### src/rtl/ultrasonic_scheduler.sv
// ultrasonic_scheduler: round-robin ping scheduler for NCH ultrasonic rangers, one Trig at a time.
// Optional macro ULTRASONIC_ECHO_SYNC_EN adds a 2-flop synchronizer on every Echo bit.
module ultrasonic_scheduler #(
    parameter int NCH       = 4,
    parameter int TTRIG     = 500,
    parameter int TWAIT     = 1000000,
    parameter int TGAP      = 5000000,
    parameter int MAX_COUNT = 100000,
    parameter int CW        = $clog2(NCH)
) (
    input  logic           Clock,
    input  logic           Reset,
    input  logic           Enable,
    input  logic [NCH-1:0] ChMask,
    input  logic [NCH-1:0] Echo,
    output logic [NCH-1:0] Trig,
    output logic           Busy,
    output logic           DistValid,
    output logic [CW-1:0]  DistCh,
    output logic [31:0]    DistData,
    output logic           DistTimeout,
    output logic           DistOverflow
);

    typedef enum logic [1:0] {
        S_GAP  = 2'd0,
        S_TRIG = 2'd1,
        S_WAIT = 2'd2,
        S_MEAS = 2'd3
    } state_t;

    localparam logic [31:0] GAP_LOAD  = 32'(TGAP - 1);
    localparam logic [31:0] TRIG_LOAD = 32'(TTRIG - 1);
    localparam logic [31:0] WAIT_LOAD = 32'(TWAIT - 1);
    localparam logic [31:0] MAX_VAL   = 32'(MAX_COUNT);
    localparam logic [CW-1:0] LAST_CH = CW'(NCH - 1);

    state_t        state, state_nxt;
    logic [31:0]   count, count_nxt;
    logic [CW-1:0] cur, cur_nxt;
    logic [CW-1:0] sel, cand;
    logic          sel_found;
    logic [NCH-1:0] echo_use;
    logic          echo_cur;
    logic          res;
    logic [31:0]   res_data;
    logic          res_to;
    logic          res_ovf;

`ifdef ULTRASONIC_ECHO_SYNC_EN
    logic [NCH-1:0] echo_meta;
    logic [NCH-1:0] echo_sync;

    always_ff @(posedge Clock or posedge Reset) begin
        if (Reset) begin
            echo_meta <= '0;
            echo_sync <= '0;
        end else begin
            echo_meta <= Echo;
            echo_sync <= echo_meta;
        end
    end

    assign echo_use = echo_sync;
`else
    assign echo_use = Echo;
`endif

    assign echo_cur = echo_use[cur];

    // Round-robin search starting just after cur and ending at cur itself.
    always_comb begin
        sel       = cur;
        sel_found = 1'b0;
        cand      = cur;
        for (int i = 0; i < NCH; i++) begin
            cand = (cand == LAST_CH) ? '0 : cand + CW'(1);
            if (!sel_found && ChMask[cand]) begin
                sel       = cand;
                sel_found = 1'b1;
            end
        end
    end

    always_comb begin
        state_nxt = state;
        count_nxt = count;
        cur_nxt   = cur;
        res       = 1'b0;
        res_data  = '0;
        res_to    = 1'b0;
        res_ovf   = 1'b0;
        unique case (state)
            S_GAP: begin
                if (count != '0) begin
                    count_nxt = count - 32'd1;
                end else if (Enable && sel_found) begin
                    cur_nxt   = sel;
                    state_nxt = S_TRIG;
                    count_nxt = TRIG_LOAD;
                end
            end
            S_TRIG: begin
                if (count == '0) begin
                    state_nxt = S_WAIT;
                    count_nxt = WAIT_LOAD;
                end else begin
                    count_nxt = count - 32'd1;
                end
            end
            S_WAIT: begin
                if (echo_cur) begin
                    state_nxt = S_MEAS;
                    count_nxt = 32'd1;
                end else if (count == '0) begin
                    res       = 1'b1;
                    res_to    = 1'b1;
                    state_nxt = S_GAP;
                    count_nxt = GAP_LOAD;
                end else begin
                    count_nxt = count - 32'd1;
                end
            end
            S_MEAS: begin
                if (!echo_cur) begin
                    res       = 1'b1;
                    res_data  = count;
                    state_nxt = S_GAP;
                    count_nxt = GAP_LOAD;
                end else if (count == MAX_VAL) begin
                    res       = 1'b1;
                    res_data  = MAX_VAL;
                    res_ovf   = 1'b1;
                    state_nxt = S_GAP;
                    count_nxt = GAP_LOAD;
                end else begin
                    count_nxt = count + 32'd1;
                end
            end
            default: begin
                state_nxt = S_GAP;
                count_nxt = GAP_LOAD;
            end
        endcase
    end

    always_ff @(posedge Clock or posedge Reset) begin
        if (Reset) begin
            state <= S_GAP;
            count <= GAP_LOAD;
            cur   <= LAST_CH;
        end else begin
            state <= state_nxt;
            count <= count_nxt;
            cur   <= cur_nxt;
        end
    end

    // Result fields hold their value until the next result.
    always_ff @(posedge Clock or posedge Reset) begin
        if (Reset) begin
            DistValid    <= 1'b0;
            DistCh       <= '0;
            DistData     <= '0;
            DistTimeout  <= 1'b0;
            DistOverflow <= 1'b0;
        end else begin
            DistValid <= res;
            if (res) begin
                DistCh       <= cur;
                DistData     <= res_data;
                DistTimeout  <= res_to;
                DistOverflow <= res_ovf;
            end
        end
    end

    // Decoded from state so an asynchronous reset drops Trig immediately.
    always_comb begin
        Trig = '0;
        if (state == S_TRIG) begin
            Trig[cur] = 1'b1;
        end
    end

    assign Busy = (state != S_GAP);

endmodule

### config.mk
export PLATFORM = sky130hd
export DESIGN_NAME = ultrasonic_scheduler
export DESIGN_NICKNAME = d
export VERILOG_FILES = /design/src/rtl/ultrasonic_scheduler.sv
export SDC_FILE = /design/constraint.sdc
export NUM_CORES = 1
export LEC_CHECK = 0
export ABC_AREA = 1
export CORE_MARGIN = 2
export CORE_UTILIZATION = 63
export DETAILED_ROUTE_END_ITERATION = 12
export PLACE_DENSITY = 0.86
export SKIP_CTS_REPAIR_TIMING = 1
export SLEW_MARGIN = 15
export SYNTH_ARGS = -nofsm -noshare
export SYNTH_HDL_FRONTEND = slang
export SYNTH_SLANG_ARGS = --single-unit
export TNS_END_PERCENT = 50
### constraint.sdc
create_clock -name Clock -period 3.24 [get_ports Clock]
set_input_delay 0.486 -clock Clock [delete_from_list [all_inputs] [get_ports Clock]]
set_output_delay 0.486 -clock Clock [all_outputs]
set_load 0.005 [all_outputs]
### Word-level counts from Yosys, hierarchy flattened

Index checks and enable logic that the tools add are counted.

* register bits: 73
* word-level logic and storage cells: 102

* $add $sub $neg: 6
* order comparisons: 6
* equal/unequal tests: 14
* multiplexer cells: 52
* bitwise logic cells: 1
* reduce and logical (&&, ||, !) cells: 15

Operators by type and width (number)
* $mux 32: 9
* $pmux 32 s4: 1
* $add 32x1->32 const B: 1
* $eq 32x17->1 const B: 1
* $logic_not 32->1: 1
* $reduce_bool 32->1: 1
* $sub 32x1->32 const B: 1
* $mux 2: 15
* $mux 1: 17
* $mux 17: 1
* $lt 2x3->1 const B: 5
* $eq 2x2->1 const B: 6
* $bmux 1 s2: 5
* $ne 3x3->1 const B: 3
* $add 2x1->2 const B: 4
* $pmux 2 s4: 1
* $ne 2x2->1 const B: 3
* $logic_and 1x1->1: 5
* $reduce_and 5->1: 1
* $mux 4: 1
* $reduce_and 4->1: 1
* $reduce_bool 4->1: 1
* $logic_not 1->1: 3
* $demux 1 s2: 1
* 6 further kinds: 6

### Longest topological paths before layout

* depth after elaboration: 18
* gate-level depth with buffers: 14

### Worst setup path before layout

Ideal clock, no wire load.

* kind: register to register
* start: reg cur[0]
* end: reg count[26]
* setup time: 122 ps
* arrival time: 1924 ps
* data required time: 3118 ps
* slack: 1194 ps
* cell stages (with the launch flop): 14
* path buffers: 0
* clock period less this slack: 2046 ps
* cells stage by stage: dfstp_2 -> inv_2 -> ha_1 -> inv_1 -> nand2_1 -> nand2_1 -> nand2_1 -> nand2_2 -> nor2_2 -> nand3_1 -> nand2_2 -> nand2_2 -> nor2_2 -> a21oi_1

* cells in the longest elaborated chain, start to end: 16

RTL lines
* from (decl): line 40 `logic [CW-1:0] cur, cur_nxt;`
* from (signal assigned): line 155 `cur <= cur_nxt;`
* parallel branches: the longest is 16 deep, another holds $add 2x1->2
* to (signal assigned): line 154 `count <= count_nxt;`
* to (decl): line 39 `logic [31:0] count, count_nxt;`

Several ways; the timed one is not identified. The select of a mux whose other input is x is not followed.
A chain may end at the register's enable or synchronous reset.

### Worst setup path in the final report

* start: reg cur[0]
* end: reg count[28]

Same word-level chain as after synthesis.

==> results.cfg <==
[run_status]
status = finished, final reports clean

[logic_synthesis]
syn-num-nets = 825
synth_area_per_cell_um2 = 7.05
syn_area_um2 = 5690
yosys_register_bits = 73
synth-seq-area-share_pct = 32.5
synth_cell_types = 35
synth_warnings = 0
postSynthCellCount = 807

[placed_design]
port_buffers = 52
dp_slack_ns = 0.735
hpwl_mm = 12.9
gp_congestion = 1.01

[pwr]
vdd_ir_drop_max_uv = 454
p_per_area_nw_per_um2 = 884
p_leak_nw = 2.94

[final_layout]
seq_area_um2 = 1850
utilization_pct = 73.7
layout_commonest_cell = nand2_1
multi_input_area_um2 = 3270
final_nets = 868
layout-drive-gt1-share_pct = 16.4
fillers = 690
area_growth_pct = 13.0
final_cell_mix = nand2_1, nor2_1, nand3_1
n_antenna_cell = 0

[sta]
setup_slack_ns = 0.672
finalSetupViolations = 0
rsz0062_at_grt = no
hold_ws_ns = 0.507
period_share_pct = 79.3
fmax_mhz = 389
max_slew.worst_pin.slew_ns = 0.896
slew_headroom_pct = 40.0
hold_viol = 0
drv_slew = 0
finalSetupTns_ns = 0
skew_ns = 0.00992
timing.final.crit_period_ns = 2.57

[die]
initial_core_util_pct = 65.2
core_um2 = 8720
core.rowCount = 34
die_h_um = 99.0
die_w_um = 99.0
io_pins = 53
die_area_um2 = 9800

[clock_tree]
h-tree-depth = 3
tritoncts = yes
path_clk_slew_ns = 0.08
clock_latency_ns = 0.35
cts_max_path_buffers = 2
clkSinkCount = 73
cts_buffers = 9
ctsRootBufferMaster = clkbuf_8

[min_path]
min_from = DistData[6]$_DFFE_PP0P_
min_path_cells = 2
min_to = DistData[6]$_DFFE_PP0P_
holdCritPathClass = flip-flop to flip-flop

[setup_path]
reg2reg_setup_slack_ns = 0.67
r2r-end = count[28]$_DFFE_PP0P_
critPathCaptureType = flip-flop
crit_fanout = 8
rr_startpoint = cur[0]$_DFFE_PP1P_
worstSetupPathType = flip-flop to flip-flop
cp-start-kind = flip-flop
arrival_ns = 2.79
cp.required_ns = 3.46
worstRegToRegCells = 13

[drt]
first_iter_violations = 514
ant_nets = 0
vias_per_cell = 5.99
drc_errors = 0
m1WireLength_mm = 6.91
wl_per_cell_um = 17.8
vias = 5765
wl_met2_mm = 7.87
firstDrtPassIters = 6
routed_wirelength_mm = 17.1
top_layer = met4
met3_length_mm = 1.88

[grt]
gr-total-overflow = 0
grt_use_total_pct = 36.2
grt_max_degree = 41
grt_pass1_vias = 5383
grt_antenna_before_repair = 0
grt_pass1_wl_mm = 27.9

[run]
drv_cap = 0
==> report_power, final <==
group	switching [mW]	total, mW	internal (mW)
clock	0.364	0.818	0.454
sequential	0.438	1.75	1.31
combinational	1.93	3.11	1.18
==> sequential cells by signal (all words and copies together) (netlist names) <==
signal and count:
state 2, DistCh 2, DistTimeout 1, DistValid 1, DistOverflow 1, count 32
DistData 32, cur 2
==> cell type report <==
cell class	count	area share, %
clock inverters	5	1.23
multi-input cells	613	50.9
clock buffers	11	2.20
repair buffers	60	9.43
flip-flops and latches	73	28.7
inverters	93	5.43
well taps	108	2.10
==> stage by stage <==
step	power, mW	instance area [um^2]	cells
final	5.68	6420	963
after global routing	6.08	6420	963
after CTS	5.61	6420	963
after detailed placement	4.79	6200	947
after global placement	4.70	6200	947
after floorplan	3.82	5690	807
==> cell families (layout without fill, tap and decap cells) <==
kind of cell | count (synthesis) | after routing | synth area share, %
AND/OR/NAND/NOR | 484 | 484 | 42.2
XOR/XNOR | 36 | 36 | 5.54
buffers and inverters | 121 | 169 | 10.1
AO/OA/AOI/OAI | 86 | 86 | 8.18
adder cells (fa/ha/maj) | 7 | 7 | 1.54
flip-flops | 73 | 73 | 32.5
==> how the worst max path moves through the flow <==
stage,start,end,slack (ns),cells after the start
finish,cur[0]$_DFFE_PP1P_,count[28]$_DFFE_PP0P_,0.67,13
global route,cur[0]$_DFFE_PP1P_,count[28]$_DFFE_PP0P_,0.48,13
CTS,cur[0]$_DFFE_PP1P_,count[28]$_DFFE_PP0P_,0.74,13
detailed placement,Echo[3],DistData[27]$_DFFE_PP0P_,0.73,10
global placement,Echo[3],count[4]$_DFFE_PP1P_,0.81,11
floorplan,Reset,DistCh[0]$_DFFE_PP0P_,0.93,1
==> critical path, cell delays in order, from the launching register on <==
cell and delay [ns]:
dfstp_2 0.62, inv_2 0.10, ha_1 0.42, inv_1 0.16, nand2_1 0.09, nand2_1 0.10
nand2_1 0.11, nand2_2 0.09, nor2_2 0.14, nand3_1 0.11, nand2_2 0.11, nand2_2 0.09
nor2_2 0.22, a21oi_1 0.08
==> synthesized netlist by cell type <==
cell	number	area, um^2
dfstp_2	15	394
nand3_4	1	17.5
nor3_4	2	32.5
a21oi_2	2	17.5
nand3_2	31	310
nor2_1	87	327
o22ai_1	4	25.0
clkbuf_1	2	7.51
o21ai_2	1	8.76
inv_1	73	274
nand2_2	14	87.6
nor4_1	1	6.26
dfrtp_1	58	1450
buf_6	11	124
nor3_1	9	45.0
inv_2	18	67.6
o211ai_1	5	37.5
nand2_4	1	11.3
buf_4	7	52.6
ha_1	7	87.6
o21ai_0	28	140
nor2_2	18	113
nand3_1	80	400
o31ai_1	1	7.51
a21oi_1	13	65.1
nand2_1	204	766
clkinv_1	2	7.51
o2111ai_1	1	8.76
nor2_4	8	90.1
xor2_1	35	307
o21ai_1	31	155
nor3_2	5	50.1
xnor2_1	1	8.76
buf_2	8	40.0
nand4_1	23	144
==> layer usage <==
metal	global-route usage [%]	vias up
li1	-	2694
met1	51.6	2686
met2	58.3	342
met3	4.82	43
met4	10.1	0
met5	0	-
No activity file was read; power rests on OpenSTA's default activity.
